$ cat src/rtl/bit_serializer_if.sv
// Word-in / bit-out bundle between a word producer and the bit serializer.
interface bit_serializer_if #(
  parameter int DATA_W = 8
);
  logic [DATA_W-1:0] in_data;
  logic              in_valid;
  logic              in_ready;
  logic              flush;
  logic              ser_valid;
  logic              ser_bit;
  logic              word_done;
  logic              busy;

  modport master (
    output in_data, in_valid, flush,
    input  in_ready, ser_valid, ser_bit, word_done, busy
  );

  modport slave (
    input  in_data, in_valid, flush,
    output in_ready, ser_valid, ser_bit, word_done, busy
  );
endinterface

$ cat src/rtl/bit_serializer.sv
// Parallel-to-serial front end: first bit one cycle after acceptance, one bit per clock.
// A one-word hold buffer keeps back-to-back words gapless; in_ready drops only while it is full.
module bit_serializer #(
  parameter int DATA_W    = 8,
  parameter bit LSB_FIRST = 1'b0
) (
  input  logic            clk,
  input  logic            reset,
  bit_serializer_if.slave bus
);
  localparam int                CNT_W    = $clog2(DATA_W);
  localparam logic [CNT_W-1:0]  LAST_CNT = CNT_W'(DATA_W - 1);

  typedef enum logic {IDLE, SHIFT} state_t;

  state_t            state_q, state_d;
  logic [DATA_W-1:0] shreg_q, shreg_d;
  logic [DATA_W-1:0] hold_q, hold_d;
  logic [CNT_W-1:0]  cnt_q, cnt_d;
  logic              hold_full_q, hold_full_d;

  logic accept;
  logic last_bit;
  logic out_bit;

  assign bus.in_ready = !hold_full_q && !bus.flush;
  assign accept       = bus.in_valid && bus.in_ready;
  assign last_bit     = (state_q == SHIFT) && (cnt_q == LAST_CNT);
  assign out_bit      = LSB_FIRST ? shreg_q[0] : shreg_q[DATA_W-1];

  assign bus.ser_valid = (state_q == SHIFT);
  assign bus.ser_bit   = (state_q == SHIFT) && out_bit;
  assign bus.word_done = last_bit;
  assign bus.busy      = (state_q == SHIFT) || hold_full_q;

  always_ff @(posedge clk or negedge reset) begin
    if (!reset) begin
      state_q     <= IDLE;
      shreg_q     <= '0;
      hold_q      <= '0;
      cnt_q       <= '0;
      hold_full_q <= 1'b0;
    end else begin
      state_q     <= state_d;
      shreg_q     <= shreg_d;
      hold_q      <= hold_d;
      cnt_q       <= cnt_d;
      hold_full_q <= hold_full_d;
    end
  end

  always_comb begin
    state_d     = state_q;
    shreg_d     = shreg_q;
    hold_d      = hold_q;
    cnt_d       = cnt_q;
    hold_full_d = hold_full_q;

    if (bus.flush) begin
      // Abort wins over everything; in_ready is already low so nothing is accepted.
      state_d     = IDLE;
      hold_full_d = 1'b0;
      cnt_d       = '0;
    end else begin
      unique case (state_q)
        IDLE: begin
          if (accept) begin
            shreg_d = bus.in_data;
            cnt_d   = '0;
            state_d = SHIFT;
          end
        end
        SHIFT: begin
          if (last_bit) begin
            cnt_d = '0;
            if (hold_full_q) begin
              shreg_d     = hold_q;
              hold_full_d = 1'b0;
            end else if (accept) begin
              shreg_d = bus.in_data;
            end else begin
              state_d = IDLE;
            end
          end else begin
            shreg_d = LSB_FIRST ? (shreg_q >> 1) : (shreg_q << 1);
            cnt_d   = cnt_q + CNT_W'(1);
            if (accept) begin
              hold_d      = bus.in_data;
              hold_full_d = 1'b1;
            end
          end
        end
        default: state_d = IDLE;
      endcase
    end
  end
endmodule

$ cat src/flat_wrapper.sv
// flat-port wrapper written by rule: the top's interface ports become plain ports
module bit_serializer_flat 
#(
  parameter int DATA_W    = 8,
  parameter bit LSB_FIRST = 1'b0
)
  (clk, reset, bus_in_data, bus_in_valid, bus_flush, bus_in_ready, bus_ser_valid, bus_ser_bit, bus_word_done, bus_busy);
  bit_serializer_if #(.DATA_W(DATA_W)) bus_i ();
  input  logic clk;
  input  logic reset;
  input wire logic [$bits(bus_i.in_data)-1:0] bus_in_data;
  input wire logic [$bits(bus_i.in_valid)-1:0] bus_in_valid;
  input wire logic [$bits(bus_i.flush)-1:0] bus_flush;
  output wire logic [$bits(bus_i.in_ready)-1:0] bus_in_ready;
  output wire logic [$bits(bus_i.ser_valid)-1:0] bus_ser_valid;
  output wire logic [$bits(bus_i.ser_bit)-1:0] bus_ser_bit;
  output wire logic [$bits(bus_i.word_done)-1:0] bus_word_done;
  output wire logic [$bits(bus_i.busy)-1:0] bus_busy;
  assign bus_i.in_data = bus_in_data;
  assign bus_i.in_valid = bus_in_valid;
  assign bus_i.flush = bus_flush;
  assign bus_in_ready = bus_i.in_ready;
  assign bus_ser_valid = bus_i.ser_valid;
  assign bus_ser_bit = bus_i.ser_bit;
  assign bus_word_done = bus_i.word_done;
  assign bus_busy = bus_i.busy;
  bit_serializer #(.DATA_W(DATA_W), .LSB_FIRST(LSB_FIRST)) u_core (.clk(clk), .reset(reset), .bus(bus_i));
endmodule
$ cat config.mk
export PLATFORM = sky130hd
export DESIGN_NAME = bit_serializer_flat
export DESIGN_NICKNAME = d
export VERILOG_FILES = /design/src/rtl/bit_serializer_if.sv /design/src/rtl/bit_serializer.sv /design/src/flat_wrapper.sv
export SDC_FILE = /design/constraint.sdc
export NUM_CORES = 1
export LEC_CHECK = 0
export ABC_AREA = 1
export CORE_MARGIN = 4
export CORE_UTILIZATION = 45
export DETAILED_ROUTE_END_ITERATION = 7
export GPL_ROUTABILITY_DRIVEN = 0
export PLACE_DENSITY = 0.68
export SETUP_SLACK_MARGIN = 0.4
export SYNTH_ARGS = -nofsm -noshare
export SYNTH_HDL_FRONTEND = slang
export SYNTH_SLANG_ARGS = --single-unit
$ cat constraint.sdc
create_clock -name clk -period 4 [get_ports clk]
set_input_delay 1.2 -clock clk [delete_from_list [all_inputs] [get_ports clk]]
set_output_delay 1.2 -clock clk [all_outputs]
set_load 0.1 [all_outputs]
==> results.md, run 1 <==
- Area of placed instances: about 1300 µm²
- Count of cell types in the netlist: 22
- Register-to-Register Path Depth: 6
- Critical Path RT: 2.80 ns
- VDD IR max: around 0.00034 V
- Fin crit period: ~3.5 ns
- Worst path slowest cell: clkdlybuf4s50_1
- Synthesized flop and latch total: 21
- Die width: about 60 µm
- Sink Count: 21
- Resized cells post-CTS: 0
- DRC viols: 0
- CP startpoint kind: primary input
- Cell area after layout: between 1000 and 1500 µm²
- CTS hold repair buffers: 0
- Clk slew on worst S/H paths: ~0.11 ns
- Root buf cell: clkbuf_4
- CTS Buffer Depth: 2
- DR iter-0 viols: between 40 and 50
- Syn_nets: 173
- TritonCTS clock tree: done
- Critical path type: primary input to output port
- Dpl hpwl: 1.90 mm
- Most frequent cells in the layout: 59 x nand2_1, 21 x dfrtp_1, 15 x nor2_1
- Final WL: roughly 2.8 mm
- Crit Path Max Fanout: 8
- Pre-antenna DRT Iters: 4
- Die area: ~3600 µm²
- Area Growth Syn to Fin: 13.1%
- Global route overflow: 0
- Synth warn: 0
- Leak: around 0.72 nW
- Post-CTS Setup Bufs: 0
- Family with the most delay on the worst path: buffers and inverters
- Min-Delay Path Class: register to register
- Crit path DAT: between 2 and 2.5 ns
- Core Util, Final: 0.543
- Hold depth: 2
- Final Hold Viols: 0
- Max-cap violations: 0
- Skew final: around 0.0041 ns
- Largest stage delay, worst path: roughly 0.64 ns
- H-tree depth: 1
- First-pass GRT wire length: approximately 4.7 mm
- CP Depth: 3
- Vias in the first global route: around 1000
- Final WS setup: approximately 0.53 ns
- Max Clk Rate: 289 MHz
- Diodes inserted: 0
- Avg WL per Cell: around 14 µm
- Worst skew pair latency: around 0.31 ns
- Seq/Total Area, Yosys: 0.434
- I/O Buffers: 16
- Unrepaired setup endpoints after global routing: no
- Vias: 1069
- Slew headroom: 0.367
- Syn_area_per_cell: roughly 7.6 µm²
- Initial core utilization: 0.480
- Fillcell total: 253
- Die H: roughly 60 µm
- Final net count: ~190
- Design Power: 0.000566 W
- Final TNS setup: 0 ns
- Routed vias/inst: roughly 5.3
- Commonest non-fill, non-tap cell in the layout: nand2_1
- Cells after Synth: approximately 160
- Crit share post-route: 0.866
- Row count: 18
- Final slew viol count: 0
- Synthesized cell area: ~1200 µm²
- # IOs: 17
- Share of cells above drive strength 1: 0.116
- Dpl ws: 0.529 ns
- Antenna violations before repair: 0
- Status: finished clean
- Least-Margin Pin Slew: between 0.9 and 1 ns
- Core box area: roughly 2500 µm²
- CP Cell Sequence: clkdlybuf4s50_1 -> nor2_8 -> buf_12
- Endpoints failing setup: 0
- Worst path bufs/invs: 2
- Largest net degree at the start of global routing: 22
- Post-route ant nets: 0
- CP Capture Type: output port
- Total CTS buffers: 3
- GRT Overall Usage: 0.181
- Power density cells: 413 nW/µm²
==> stage by stage <==
step	hold WS (ns)	std cells
finish	0.488	202
global route	0.510	202
CTS	0.492	202
detailed placement	0.463	198
global placement	0.458	198
floorplan	0.442	159
==> power by group <==
part           switching, W  internal, W
registers         0.0000361     0.000256
clock network     0.0000643    0.0000389
logic              0.000112    0.0000585
==> cell type report <==
class / count / area (µm²) / share of cell area
Inverter: 14 / 55.1 / 0.0402
Timing Repair Buffer: 16 / 160 / 0.117
Multi-Input combinational cell: 117 / 566 / 0.413
Sequential cell: 21 / 526 / 0.384
Clock buffer: 4 / 26.3 / 0.0192
Tap cell: 30 / 37.5 / 0.0274
==> registers in the layout, indices dropped and copies added, names as in the netlist <==
signal / cells
u_core.hold_q: 8
u_core.bus.ser_valid: 1
u_core.hold_full_q: 1
u_core.cnt_q: 3
u_core.shreg_q: 8
==> path summary, 6_finish.rpt <==
kind,from,endpoint,slack [ns]
max in group asynchronous,reset,u_core.cnt_q[2],2.02
worst min register to register,u_core.hold_q[4],u_core.hold_q[4],0.49
worst max-delay path,bus_flush,bus_in_ready,0.53
min in group asynchronous,reset,u_core.hold_q[7],1.40
worst max register to register,u_core.cnt_q[0],u_core.hold_q[3],1.99
worst min-delay path,u_core.hold_q[4],u_core.hold_q[4],0.49
==> synth_stat cells <==
master	count	area, µm²
inv_4	1	6.26
o21ai_1	3	15.0
buf_4	2	15.0
nor2_1	15	56.3
nand3_1	12	60.1
nor3_4	1	16.3
a31oi_1	6	37.5
o211ai_1	1	7.51
inv_2	2	7.51
a21boi_0	1	7.51
ha_1	2	25.0
nand2_2	5	31.3
inv_1	11	41.3
dfrtp_1	21	526
nand3_2	1	10.0
nor2_8	1	20.0
a21oi_1	8	40.0
o22ai_1	1	6.26
nand2_1	59	221
buf_2	1	5.00
nand2_4	1	11.3
buf_6	4	45.0
==> per-layer routing <==
| layer | vias up | track usage | share of wire |
|---|---|---|---|
| li1 | 533 | - | - |
| met1 | 494 | 0.233 | 0.44 |
| met2 | 36 | 0.290 | 0.47 |
| met3 | 6 | 0.0475 | 0.080 |
| met4 | 0 | 0.0696 | 0.012 |
| met5 | - | 0 | 0 |
==> kinds of logic after synthesis <==
| group | after synthesis | share of synthesized area |
|---|---|---|
| buf+inv | 21 | 0.0992 |
| simple gates | 95 | 0.352 |
| fa+ha+maj | 2 | 0.0207 |
| compound gates | 20 | 0.0940 |
| flops | 21 | 0.434 |
==> worst min-delay path: cells and delay by family (launching register included) <==
family	cells	cell delay, ns
simple gates	2	0.10
flops	1	0.36
No activity file was read; power rests on OpenSTA's default activity.
==> run 2: changes to the inputs <==
Settings changed: ABC_AREA 1 to 0, PLACE_DENSITY 0.68 to 0.69.
==> results.md, run 2 <==
- Row count: 17 (-1)
- Synthesized flop and latch total: 21 (unchanged)
- Pre-antenna DRT Iters: 4 (unchanged)
- Synth top cells by count: 21 x dfrtp_1, 10 x a21oi_1, 8 x mux2_2, 8 x nand2_1
- Crit path DAT: 2.18 ns (-0.09 ns)
- # IOs: 17 (unchanged)
- Cell area after layout: 1210 µm² (-11%)
- Routed vias/inst: 5.72 (+8.0%)
- Fin crit period: 3.38 ns (-0.0834 ns)
- Antenna violations before repair: 0 (unchanged)
- EDFF count, synth: 0 (unchanged)
- Dominant synthesized flop cell: dfrtp_1
- Post-CTS Setup Bufs: 0 (unchanged)
- Ys async rst share: 1.00 (unchanged)
- H-tree depth: 1 (unchanged)
- Skew final: 0.0120 ns (+0.00785 ns)
- Hold depth: 1 (-1)
- Commonest non-fill, non-tap cell in the layout: dfrtp_1
- Leak: 0.527 nW (-27%)
- TritonCTS clock tree: done
- Diodes inserted: 0 (unchanged)
- Area contributors post-synth: dfrtp_1 51%, mux2_2 8.7%, a221o_1 6.8%
- Worst skew pair latency: 0.31 ns (about the same)
- Most frequent cells in the layout: 21 x dfrtp_1, 11 x clkdlybuf4s50_1, 10 x a21oi_1
- CTS hold repair buffers: 0 (unchanged)
- Post-synth top area share: 0.507 (+0.0734)
- Total CTS buffers: 3 (unchanged)
- Root buf cell: clkbuf_4
- GRT Overall Usage: 0.145 (-0.0359)
- Area Growth Syn to Fin: 17.1%
- Vias in the first global route: 768 (-25%)
- Max-cap violations: 0 (unchanged)
- Synth warn: 0 (unchanged)
- DR iter-0 viols: 29 (-36%)
- Crit share post-route: 0.846 (-0.0208)
- Global route overflow: 0 (unchanged)
- Sink Count: 21 (unchanged)
- Post-route ant nets: 0 (unchanged)
- Final TNS setup: 0 ns (unchanged)
- Largest net degree at the start of global routing: 22 (unchanged)
- VDD IR max: 0.000240 V (-29%)
- Area leader, netlist: dfrtp_1
- Die area: 3130 µm² (-13%)
- Power density cells: 410 nW/µm² (-0.89%)
- Beginning of the worst hold path: u_core.hold_q[1]
- CP Capture Type: output port
- R2R Setup Slk: 1.72 ns (-0.27 ns)
- Unrepaired setup endpoints after global routing: no
- Syn_nets: 108 (-38%)
- Crit Path Max Fanout: 9 (+1)
- Initial core utilization: 0.468 (-0.0118)
- RR Startpoint: u_core.cnt_q[0]
- WHS: 0.517 ns (+0.0289 ns)
- Share of cells above drive strength 1: 0.208 (+0.0913)
- Clk slew on worst S/H paths: 0.10 ns (about the same)
- Core box area: 2210 µm² (-12%)
- Resized cells post-CTS: 0 (unchanged)
- Area of placed instances: 1190 µm² (-12%)
- CP startpoint kind: primary input
- Sink of the worst hold path: u_core.hold_q[1]
- Endpoints failing setup: 0 (unchanged)
- Worst flop-to-flop path endpoint: u_core.shreg_q[1]
- Min-Delay Path Class: register to register
- I/O Buffers: 16 (unchanged)
- Count of cell types in the netlist: 26 (+18%)
- Critical path type: primary input to output port
- Dpl hpwl: 1.36 mm (-28%)
- CTS Buffer Depth: 2 (unchanged)
- Final WL: 1.95 mm (-30%)
- Most frequent cell after synthesis: dfrtp_1
- Slew headroom: 0.389 (+0.0215)
- Cells after Synth: 94 (-41%)
- Avg WL per Cell: 14.6 µm (+4.9%)
- Register-to-Register Path Depth: 6 (unchanged)
- Synthesized cell area: 1040 µm² (-14%)
- Final Hold Viols: 0 (unchanged)
- Top Registers: u_core.hold_q: 8 flops, u_core.shreg_q: 8 flops, u_core.cnt_q: 3 flops
- Syn_area_per_cell: 11.0 µm² (+45%)
- DRC viols: 0 (unchanged)
- Least-Margin Pin Slew: 0.914 ns (-0.0322 ns)
- First-pass GRT wire length: 3.62 mm (-23%)
- Vias: 766 (-28%)
- Seq/Total Area, Yosys: 0.507 (+0.0734)
- Die width: 56.0 µm (-6.5%)
- Status: finished clean
- Max Clk Rate: 296 MHz (+2.5%)
- Final net count: 121 (-35%)
- Critical Path RT: 2.80 ns (about the same)
- Final slew viol count: 0 (unchanged)
- Die H: 56.0 µm (-6.5%)
- Core Util, Final: 0.549 (+0.00549)
[run 2: routing by layer]
| metal | global-route usage | wire length (µm) | vias up |
|---|---|---|---|
| li1 | - | - | 367 |
| met1 | 0.192 | 851 | 366 |
| met2 | 0.234 | 914 | 29 |
| met3 | 0.0464 | 162 | 4 |
| met4 | 0.0305 | 24 | 0 |
| met5 | 0 | 0 | - |
[run 2: final cells by class]
type	count	area, µm²
Fill cell	212	998
Clock inverter	1	5.00
Multi-Input combinational cell	63	458
Tap cell	28	35.0
Sequential cell	21	526
Clock buffer	3	22.5
Inverter	2	7.51
Timing Repair Buffer	16	160
[run 2: kinds of logic (layout without fill, tap and decap cells)]
family	count (synthesis)	after routing	synth area share
and+or+nand+nor	30	30	0.167
buffers and inverters	10	22	0.0531
DFF	21	21	0.507
muxes	8	8	0.0870
adders and majority gates	2	2	0.0242
AOI/OAI and AO/OA	23	23	0.162
[run 2: how the worst max path moves through the flow]
stage	from	end	slack, ns	cells past startpoint
floorplan	bus_flush	bus_in_ready	0.65	2
global placement	bus_flush	bus_in_ready	0.63	3
detailed placement	bus_flush	bus_in_ready	0.61	3
CTS	bus_flush	bus_in_ready	0.60	3
global route	bus_flush	bus_in_ready	0.55	3
finish	bus_flush	bus_in_ready	0.62	3
[run 2: worst max-delay path: stages]
cell and delay (ns):
clkdlybuf4s50_1 0.56, nor2_2 0.23, buf_12 0.19
[run 2: power by group]
part / internal (W) / switching (W)
Combinational: 0.0000568 / 0.0000612
Sequential: 0.000253 / 0.0000270
Clock: 0.0000373 / 0.0000618
[run 2: metrics by stage]
stage	worst slack (ns)	cells	power [W]
after global routing	0.555	134	0.000532
after detailed placement	0.608	130	0.000404
after floorplan	0.652	94	0.000367
after CTS	0.604	134	0.000505
final	0.618	134	0.000497
after global placement	0.629	130	0.000399
==> run 3: changes to the inputs <==
Clock period 4 ns to 3.24 ns, I/O delays scaled along.
==> results.md, run 3 (same netlist as run 2, synthesis figures left out) <==
- Unrepaired setup endpoints after global routing: no
- Avg WL per Cell: 14.8 µm (+1.6%)
- Design Power: 0.000617 W (+24%)
- Commonest non-fill, non-tap cell in the layout: dfrtp_1
- Crit path DAT: 1.77 ns (-0.41 ns)
- Placed Cells incl. Taps: 132 (+1.5%)
- Total CTS buffers: 3 (unchanged)
- H-tree depth: 1 (unchanged)
- Leak: 0.538 nW (+2.1%)
- Die area: 3130 µm² (unchanged)
- Final net count: 123 (+1.7%)
- # IOs: 17 (unchanged)
- R2R Setup Slk: 1.00 ns (-0.72 ns)
- Setup crit start: u_core.cnt_q[0]
- CP Capture Type: output port
- Final Hold Viols: 0 (unchanged)
- Clk slew on worst S/H paths: 0.11 ns (about the same)
- Final TNS setup: 0 ns (unchanged)
- Endpoints failing setup: 0 (unchanged)
- Crit share post-route: 0.845
- TritonCTS clock tree: done
- Sink Count: 21 (unchanged)
- Post-CTS Setup Bufs: 0 (unchanged)
- Row count: 17 (unchanged)
- Worst path bufs/invs: 1 (-1)
- Vias in the first global route: 789 (+2.7%)
- Top Registers: u_core.hold_q: 8 flops, u_core.shreg_q: 8 flops, u_core.cnt_q: 3 flops
- Routed vias/inst: 5.57 (-2.5%)
- Register-to-Register Path Depth: 6 (unchanged)
- Most frequent cells in the layout: 21 x dfrtp_1, 11 x clkdlybuf4s50_1, 10 x a21oi_1
- Final slew viol count: 0 (unchanged)
- Initial core utilization: 0.468 (unchanged)
- CP Depth: 4 (+1)
- Root buf cell: clkbuf_4
- Pre-antenna DRT Iters: 4 (unchanged)
- Power density cells: 497 nW/µm² (+21%)
- DRC viols: 0 (unchanged)
- Die width: 56.0 µm (unchanged)
- Global route overflow: 0 (unchanged)
- Status: finished clean
- Share of cells above drive strength 1: 0.231 (+0.0239)
- Least-Margin Pin Slew: 0.473 ns (-0.441 ns)
- Slew headroom: 0.685 (+0.296)
- Crit Path Max Fanout: 11 (+2)
- Diodes inserted: 0 (unchanged)
- Vias: 758 (-1.0%)
- I/O Buffers: 16 (unchanged)
- Proportion of power drawn by combinational gates: 0.241 (+0.004)
- Crit path capture: bus_word_done
- Worst flop-to-flop path endpoint: u_core.shreg_q[3]
- Max Clk Rate: roughly 370 MHz
- Critical path type: register to output port
- Net Switching: 0.000185 W (+23%)
- CP Cell Sequence: ha_1 -> ha_1 -> and2_2 -> buf_12
- Fin crit period: approximately 2.7 ns
- Core box area: 2210 µm² (unchanged)
- Max-cap violations: 0 (unchanged)
- Resized cells post-CTS: 0 (unchanged)
- DR iter-0 viols: 9 (-69%)
- GRT Overall Usage: 0.141 (-0.00499)
- Final std cells w/o fill: 136 (+1.5%)
- Critical Path RT: 2.27 ns (-0.53 ns)
- Sequential share of power: 0.561 (-0.002)
- Family with the most delay on the worst path: adder cells
- CTS Buffer Depth: 2 (unchanged)
- Skew final: 0.00277 ns (-0.00919 ns)
- CTS hold repair buffers: 0 (unchanged)
- Largest net degree at the start of global routing: 22 (unchanged)
- VDD IR max: 0.000490 V (+100%)
- First-pass GRT wire length: 3.53 mm (-2.7%)
- CP dominant cell by count: ha_1
- Int Power: 0.000432 W (+25%)
- Min-Delay Path Class: register to register
- Largest stage delay, worst path: 0.45 ns (-0.11 ns)
- Dpl hpwl: 1.39 mm (+2.0%)
- Final WL: 2.01 mm (+3.1%)
- Die H: 56.0 µm (unchanged)
- Beginning of the worst hold path: u_core.shreg_q[7]
- Clk network pwr share: 0.199 (about the same)
- Area Growth Syn to Fin: 19.9%
- CP startpoint kind: register
- Post-route ant nets: 0 (unchanged)
- RR Startpoint: u_core.cnt_q[0]
- Worst skew pair latency: 0.30 ns (about the same)
- Sw frac: 0.300 (-0.00216)
- Antenna violations before repair: 0 (unchanged)
- Worst path slowest cell: ha_1
[run 3: cell types whose count changed in the layout (fill, tap and decap cells not counted)]
cell      before  now
and2_1         2    0
and2_2         0    2
buf_12         1    2
buf_4          4    5
clkbuf_1       0    1
clkinv_2       1    0
[run 3: how the worst min path moves through the flow]
stage | end | slack [ns] | cells past startpoint
floorplan | u_core.shreg_q[0] | 0.46 | 1
global placement | u_core.shreg_q[0] | 0.48 | 1
detailed placement | u_core.shreg_q[0] | 0.49 | 1
CTS | u_core.hold_q[0] | 0.52 | 1
global route | u_core.shreg_q[0] | 0.54 | 1
finish | u_core.shreg_q[7] | 0.52 | 1
[run 3: per-stage QoR]
step	utilization	hold slack, ns	setup slack, ns	area [µm²]
floorplan	-	0.456	0.348	1040
global placement	0.550	0.481	0.498	1220
detailed placement	0.550	0.491	0.495	1220
CTS	0.562	0.524	0.488	1240
global route	0.562	0.542	0.415	1240
finish	0.562	0.520	0.502	1240
[run 3: power groups by stage]
stage               logic [W]  registers, W  clock network (W)
floorplan            0.000108      0.000345                  0
global placement     0.000146      0.000349                  0
detailed placement   0.000150      0.000351                  0
CTS                  0.000150      0.000345           0.000127
global route         0.000162      0.000354           0.000140
finish               0.000149      0.000346           0.000123
[run 3: area by class of cell]
cell class | count | area (µm²)
tap | 28 | 35.0
sequential | 21 | 526
clock buffer | 4 | 26.3
fill | 199 | 970
timing repair buffer | 18 | 188
inverter | 2 | 7.51
multi-input combinational | 63 | 460
[run 3: metal layers]
layer,part of all wire,global-route usage
met5,0,0
met4,0.0089,0.0271
met3,0.058,0.0510
met2,0.47,0.222
met1,0.46,0.186
